### config.mk
export PLATFORM = sky130hd
export DESIGN_NAME = pwm_deadtime_driver_flat
export DESIGN_NICKNAME = d
export VERILOG_FILES = /design/src/rtl/pwm_drive_pkg.sv /design/src/rtl/pwm_deadtime_driver_if.sv /design/src/rtl/pwm_deadtime_driver_deadtime_timer.sv /design/src/rtl/pwm_deadtime_driver.sv /design/src/flat_wrapper.sv
export SDC_FILE = /design/constraint.sdc
export NUM_CORES = 1
export LEC_CHECK = 0
export BUFFER_PORTS_ARGS = -buffer_cell sky130_fd_sc_hd__buf_2
export CAP_MARGIN = 10
export CORE_ASPECT_RATIO = 0.7
export CORE_MARGIN = 1
export CORE_UTILIZATION = 40
export DETAILED_ROUTE_END_ITERATION = 16
export HOLD_SLACK_MARGIN = 0.1
export PLACE_DENSITY = 0.56
export SETUP_SLACK_MARGIN = 0.1
export SLEW_MARGIN = 20
export SYNTH_ARGS = -nofsm -noshare
export SYNTH_HDL_FRONTEND = slang
export SYNTH_SLANG_ARGS = --single-unit
### constraint.sdc
create_clock -name sysclk -period 2.7 [get_ports sysclk]
set_clock_uncertainty 0.1 [all_clocks]
set_input_delay 0.27 -clock sysclk [delete_from_list [all_inputs] [get_ports sysclk]]
set_output_delay 0.27 -clock sysclk [all_outputs]
set_load 0.05 [all_outputs]
### src/rtl/pwm_drive_pkg.sv
// Shared definitions for the half-bridge dead-time driver.
//   - drive_state_e : one-hot FSM state encoding (one bit per state, so each
//                     gate output is a single flop bit)
//   - DEAD_CYCLES_DEFAULT / CNT_W_DEFAULT : default dead time and counter width
//   - dead_cnt_width() : smallest counter width able to hold DEAD_CYCLES-1
package pwm_drive_pkg;

  localparam int DEAD_CYCLES_DEFAULT = 4;
  localparam int CNT_W_DEFAULT       = 8;

  typedef enum logic [5:0] {
    IDLE  = 6'b000001,
    DT_LS = 6'b000010,
    LS_ON = 6'b000100,
    DT_HS = 6'b001000,
    HS_ON = 6'b010000,
    FAULT = 6'b100000
  } drive_state_e;

  // Width needed for a counter that is loaded with dead_cycles-1.
  function automatic int dead_cnt_width(input int dead_cycles);
    int w;
    w = 1;
    while ((1 << w) <= (dead_cycles - 1)) w++;
    return w;
  endfunction

endpackage

### src/rtl/pwm_deadtime_driver_if.sv
// Bundle of the PWM input, control/fault inputs and gate-drive outputs of one
// half-bridge leg.
//   master : the controlling side (PWM generator / board logic)
//   slave  : the dead-time driver itself
// Signals:
//   Pulse_In      PWM bit from the sine generator
//   Enable        bridge enable, low forces both drives off
//   Fault_N       external fault, active low
//   Fault_Clr     single-cycle clear of a latched fault
//   HS_Drive      high-side gate drive, active high
//   LS_Drive      low-side gate drive, active high
//   Fault_Latched high while the driver sits in FAULT
//   Drive_Active  high while either gate is driven
interface pwm_deadtime_driver_if;

  logic Pulse_In;
  logic Enable;
  logic Fault_N;
  logic Fault_Clr;
  logic HS_Drive;
  logic LS_Drive;
  logic Fault_Latched;
  logic Drive_Active;

  modport master (
    output Pulse_In, Enable, Fault_N, Fault_Clr,
    input  HS_Drive, LS_Drive, Fault_Latched, Drive_Active
  );

  modport slave (
    input  Pulse_In, Enable, Fault_N, Fault_Clr,
    output HS_Drive, LS_Drive, Fault_Latched, Drive_Active
  );

endinterface

### src/rtl/pwm_deadtime_driver_deadtime_timer.sv
// Down-counter that times one dead interval.
//   clk        system clock
//   rst_n      synchronous reset, active low
//   load_i     load cnt_init_i (asserted on the edge that enters a dead state)
//   run_i      high while the FSM sits in a dead state
//   cnt_init_i value loaded on entry (DEAD_CYCLES-1)
//   done_o     high when the count has reached zero inside a dead state
module deadtime_timer #(
  parameter int CNT_W = 8
) (
  input  logic             clk,
  input  logic             rst_n,
  input  logic             load_i,
  input  logic             run_i,
  input  logic [CNT_W-1:0] cnt_init_i,
  output logic             done_o
);

  logic [CNT_W-1:0] cnt_q, cnt_d;

  // Load wins over counting; the count parks at zero so done stays valid
  // for as long as the FSM lingers.
  always_comb begin
    cnt_d = cnt_q;
    if (load_i) begin
      cnt_d = cnt_init_i;
    end else if (run_i && (cnt_q != '0)) begin
      cnt_d = cnt_q - 1'b1;
    end
  end

  always_ff @(posedge clk) begin
    if (!rst_n) begin
      cnt_q <= '0;
    end else begin
      cnt_q <= cnt_d;
    end
  end

  assign done_o = run_i && (cnt_q == '0);

endmodule

### src/rtl/pwm_deadtime_driver.sv
// Complementary gate-drive generator for one half-bridge leg.
// Turns the single-ended PWM bit into HS/LS drives with a fixed dead time
// (both low) on every transition, swallows pulses shorter than the dead time
// and forces a safe off state on enable removal or an external fault.
//   sysclk  system clock, rising edge
//   rst_n   synchronous reset, active low
//   drv     pwm_deadtime_driver_if slave: PWM/control inputs, gate outputs
// Parameters:
//   DEAD_CYCLES  cycles with both drives low per transition (1..255)
//   CNT_W        dead-time counter width, 2**CNT_W > DEAD_CYCLES
module pwm_deadtime_driver
  import pwm_drive_pkg::*;
#(
  parameter int DEAD_CYCLES = DEAD_CYCLES_DEFAULT,
  parameter int CNT_W       = CNT_W_DEFAULT
) (
  input  logic                  sysclk,
  input  logic                  rst_n,
  pwm_deadtime_driver_if.slave  drv
);

  localparam logic [CNT_W-1:0] CNT_INIT = CNT_W'(DEAD_CYCLES - 1);

  drive_state_e state_q, state_d;
  logic         pulse_q;
  logic         dead_run;
  logic         timer_load;
  logic         timer_done;

  assign dead_run = (state_q == DT_LS) || (state_q == DT_HS);

  // Next-state logic. Fault beats everything, then enable; once a dead
  // interval starts it runs to completion and only then looks at pulse_q.
  // A pulse that has already ended when DT_HS expires goes straight back to
  // LS_ON without a second dead time, because HS never conducted.
  always_comb begin
    state_d = state_q;
    if (!drv.Fault_N) begin
      state_d = FAULT;
    end else if (!drv.Enable && (state_q != FAULT)) begin
      state_d = IDLE;
    end else begin
      case (state_q)
        IDLE:    state_d = DT_LS;
        DT_LS:   if (timer_done) state_d = LS_ON;
        LS_ON:   if (pulse_q) state_d = DT_HS;
        DT_HS:   if (timer_done) state_d = pulse_q ? HS_ON : LS_ON;
        HS_ON:   if (!pulse_q) state_d = DT_LS;
        FAULT:   if (drv.Fault_Clr) state_d = IDLE;
        default: state_d = IDLE;
      endcase
    end
  end

  // The timer is reloaded on the edge that enters a dead state so the first
  // dead cycle already sees DEAD_CYCLES-1.
  assign timer_load = (state_d != state_q) &&
                      ((state_d == DT_LS) || (state_d == DT_HS));

  deadtime_timer #(
    .CNT_W (CNT_W)
  ) u_timer (
    .clk        (sysclk),
    .rst_n      (rst_n),
    .load_i     (timer_load),
    .run_i      (dead_run),
    .cnt_init_i (CNT_INIT),
    .done_o     (timer_done)
  );

  // State register and the one-cycle input register on the PWM bit.
  always_ff @(posedge sysclk) begin
    if (!rst_n) begin
      state_q <= IDLE;
      pulse_q <= 1'b0;
    end else begin
      state_q <= state_d;
      pulse_q <= drv.Pulse_In;
    end
  end

  // Outputs decode the one-hot state register directly, so they are glitch
  // free and HS/LS can never be high together.
  assign drv.HS_Drive      = (state_q == HS_ON);
  assign drv.LS_Drive      = (state_q == LS_ON);
  assign drv.Fault_Latched = (state_q == FAULT);
  assign drv.Drive_Active  = (state_q == HS_ON) || (state_q == LS_ON);

endmodule

### src/flat_wrapper.sv
// flat-port wrapper written by rule: the top's interface ports become plain ports
module pwm_deadtime_driver_flat import pwm_drive_pkg::*;
#(
  parameter int DEAD_CYCLES = DEAD_CYCLES_DEFAULT,
  parameter int CNT_W       = CNT_W_DEFAULT
)
  (sysclk, rst_n, drv_Pulse_In, drv_Enable, drv_Fault_N, drv_Fault_Clr, drv_HS_Drive, drv_LS_Drive, drv_Fault_Latched, drv_Drive_Active);
  pwm_deadtime_driver_if drv_i ();
  input  logic sysclk;
  input  logic rst_n;
  input wire logic [$bits(drv_i.Pulse_In)-1:0] drv_Pulse_In;
  input wire logic [$bits(drv_i.Enable)-1:0] drv_Enable;
  input wire logic [$bits(drv_i.Fault_N)-1:0] drv_Fault_N;
  input wire logic [$bits(drv_i.Fault_Clr)-1:0] drv_Fault_Clr;
  output wire logic [$bits(drv_i.HS_Drive)-1:0] drv_HS_Drive;
  output wire logic [$bits(drv_i.LS_Drive)-1:0] drv_LS_Drive;
  output wire logic [$bits(drv_i.Fault_Latched)-1:0] drv_Fault_Latched;
  output wire logic [$bits(drv_i.Drive_Active)-1:0] drv_Drive_Active;
  assign drv_i.Pulse_In = drv_Pulse_In;
  assign drv_i.Enable = drv_Enable;
  assign drv_i.Fault_N = drv_Fault_N;
  assign drv_i.Fault_Clr = drv_Fault_Clr;
  assign drv_HS_Drive = drv_i.HS_Drive;
  assign drv_LS_Drive = drv_i.LS_Drive;
  assign drv_Fault_Latched = drv_i.Fault_Latched;
  assign drv_Drive_Active = drv_i.Drive_Active;
  pwm_deadtime_driver #(.DEAD_CYCLES(DEAD_CYCLES), .CNT_W(CNT_W)) u_core (.sysclk(sysclk), .rst_n(rst_n), .drv(drv_i));
endmodule
==> out/results.tsv <==
metric	value	unit
status	finished, final reports clean	
worst-path cell chain	or3_1 -> nor4b_1 -> a211oi_1 -> and2b_1 -> o211ai_1 -> o21ai_4 -> nor2_1	
Clk Tree Root Cell	clkbuf_4	
CP endpoint kind	register	
fin area	1100	sq um
initial core utilization	43.3	%
gr usage total	19.5	%
die height	42.7	um
CP required	2.79	ns
clock sinks	15	
setup ws final	0.215	ns
Routed Antenna Nets	0	
Synth Warn #	0	
CP Buf/Inv Count	0	
Port Buffer Count	9	
postcts setup bufs	0	
final setup TNS	0	ns
NumNets Final	132	
Post-Synthesis Cells	111	
GRT met3 Usage	5.49	%
Final Setup Violations	0	
Residual DRC	0	
initial antenna violation count	0	
syn_nets	119	
FF-to-FF End	u_core.u_timer.cnt_q[4]	
Max FO, Critical Path	9	
Yosys top cell area share	31.7	%
worst-margin pin slew	0.488	ns
num rows	14	
first-pass GRT wire length	3.63	mm
Hold Path Depth	2	
Num CTS Buffers	3	
Hold WC Path Type	input pin to register	
ant diodes	0	
routability cong.	0.808	
clock buffer depth	2	
CTS H-tree lvls	1	
register area share after synthesis	31.7	%
Slew HR	67.2	%
ys flop type	dfxtp_1	
area leader, netlist	dfxtp_1	
slowest cell delay on critical path	0.46	ns
Hold EP	u_core.state_q[0]	
Die Footprint	2570	sq um
delay-heaviest family, CP	simple AND/OR/NAND/NOR gates	
Final Hold Fails	0	
Vias	824	
vias in the first global route	722	
asr flop ratio synth	0	%
Synth cell types	46	
total gr overflow	0	
Final min period	2.48	ns
pre-CTS setup slack	0.203	ns
fin util	50.3	%
CTS tree	done	
Clock Latency Late Sink	0.29	ns
final max-slew violation count	0	
area delta synth->final	16.4	%
CTS clk-pin slew, worst paths	0.10	ns
register bit count reported by yosys	15	
critical path's slowest cell	or3_1	
r2r startpoint	u_core.state_q[5]	
drt initial violations	41	
final wirelength	2.13	mm
Startpoint Class	register	
worst vdd ir	202	uV
PwrDens	395	nW/um^2
worst r2r path cells	7	
placed cell area	1050	sq um
Post-Synthesis Mean Instance Area	8.53	sq um
largest net degree at the start of global routing	11	
RSZ-0062 raised after global routing	yes	
Peak Freq	402	MHz
core area	2190	sq um
CP arrival	2.58	ns
EDFF count, synth	0	
grt met1 use	32.9	%
Setup CP Type	register to register	
Detailed Place HPWL	1.66	mm
min-delay src	rst_n	
fill cell count	218	
Die Span X	60.2	um
cell leakage power	0.468	nW
Tcrit/Tclk final	92.0	%
Synth Cell Area	947	sq um
share of cells above drive strength 1	22.0	%
Max Cap Violations	0	
R2R setup slack	0.22	ns
routed vias/inst	5.32	
GRT busiest layer	met1	
WHS	0.148	ns
drt pass-1 iters	4	
top cells by area, synth	dfxtp_1 32%, nor2_1 5.2%, xnor2_1 4.6%	
WL per Instance	13.8	um
IO Count	10	
GR Layer Usage met2	23.1	%
[cells in the mapped netlist (all sizes together) (3+ instances only)]
| library cell | instances |
|---|---|
| a21oi | 4 |
| and2 | 3 |
| and3 | 3 |
| clkbuf | 4 |
| dfxtp | 15 |
| inv | 6 |
| nand2 | 8 |
| nor2 | 13 |
| nor4 | 3 |
| nor4b | 5 |
| o21a | 4 |
| o21ai | 4 |
| xnor2 | 5 |
| xor2 | 3 |
[cell type report]
type / count / area [sq um] / share of cell area (%)
multi-input combinational: 84 / 627 / 56.9
tap: 32 / 40.0 / 3.63
timing repair buffer: 14 / 85.1 / 7.72
clock inverter: 1 / 5.00 / 0.454
sequential: 15 / 300 / 27.2
clock buffer: 3 / 22.5 / 2.04
inverter: 6 / 22.5 / 2.04
[layout by cell type (no fill, tap or decap), drive strengths merged, types with 3 or more instances in the layout]
cell type,n
buf,13
dfxtp,15
nand2,8
and3,3
inv,6
nor4,3
nor4b,5
a21oi,4
nor2,13
o21ai,4
o21a,4
xor2,3
xnor2,5
and2,3
clkbuf,3
[report_power, final]
part | switching [mW] | internal [mW]
Clock | 0.0773 | 0.0551
Combinational | 0.0380 | 0.0299
Sequential | 0.00853 | 0.226
Total | 0.124 | 0.311
[state kept, by name, summed over array words and instances, names as in the netlist]
register / cells
u_core.u_timer.cnt_q: 8
u_core.state_q: 6
u_core.pulse_q: 1
[logic make-up (layout without fill, tap and decap cells)]
group	after synthesis	in the layout	share of synthesized area, %
xor gates and xnor gates	8	8	7.40
AOI/OAI and AO/OA	27	27	22.2
muxes	1	1	1.06
and+or+nand+nor	46	46	29.2
adders and majority gates	2	2	2.64
buffers and inverters	12	24	5.81
DFF	15	15	31.7
[what timing repair did]
| action | CTS | global route |
|---|---|---|
| gates resized for setup | 0 | 2 |
| hold buffers | 1 | 0 |
| setup endpoints to repair | 0 | 4 |
| endpoints found under the hold margin | 1 | 0 |
[through the flow]
stage | instances | power, mW
2_1_floorplan | 111 | 0.285
3_3_place_gp | 150 | 0.303
3_5_place_dp | 150 | 0.304
4_1_cts | 155 | 0.441
5_1_grt | 155 | 0.458
6_report | 155 | 0.435
[routing by layer]
metal  share of wire [%]  vias up
met3                 3.3        2
met1                  59      378
li1                    -      425
met2                  37       19
met4                0.38        0
met5                   0        -
[how the worst max path moves through the flow]
stage / slack [ns] / to / cells after the start / start
2_1_floorplan: 0.07 / u_core.u_timer.cnt_q[3] / 8 / u_core.state_q[3]
3_3_place_gp: 0.26 / u_core.u_timer.cnt_q[0] / 7 / u_core.u_timer.cnt_q[3]
3_5_place_dp: 0.20 / u_core.u_timer.cnt_q[1] / 7 / u_core.state_q[2]
4_1_cts: 0.19 / u_core.u_timer.cnt_q[1] / 7 / u_core.state_q[0]
5_1_grt: 0.10 / u_core.u_timer.cnt_q[4] / 7 / u_core.state_q[5]
6_report: 0.22 / u_core.u_timer.cnt_q[4] / 7 / u_core.state_q[5]
No activity file was read; power rests on OpenSTA's default activity.
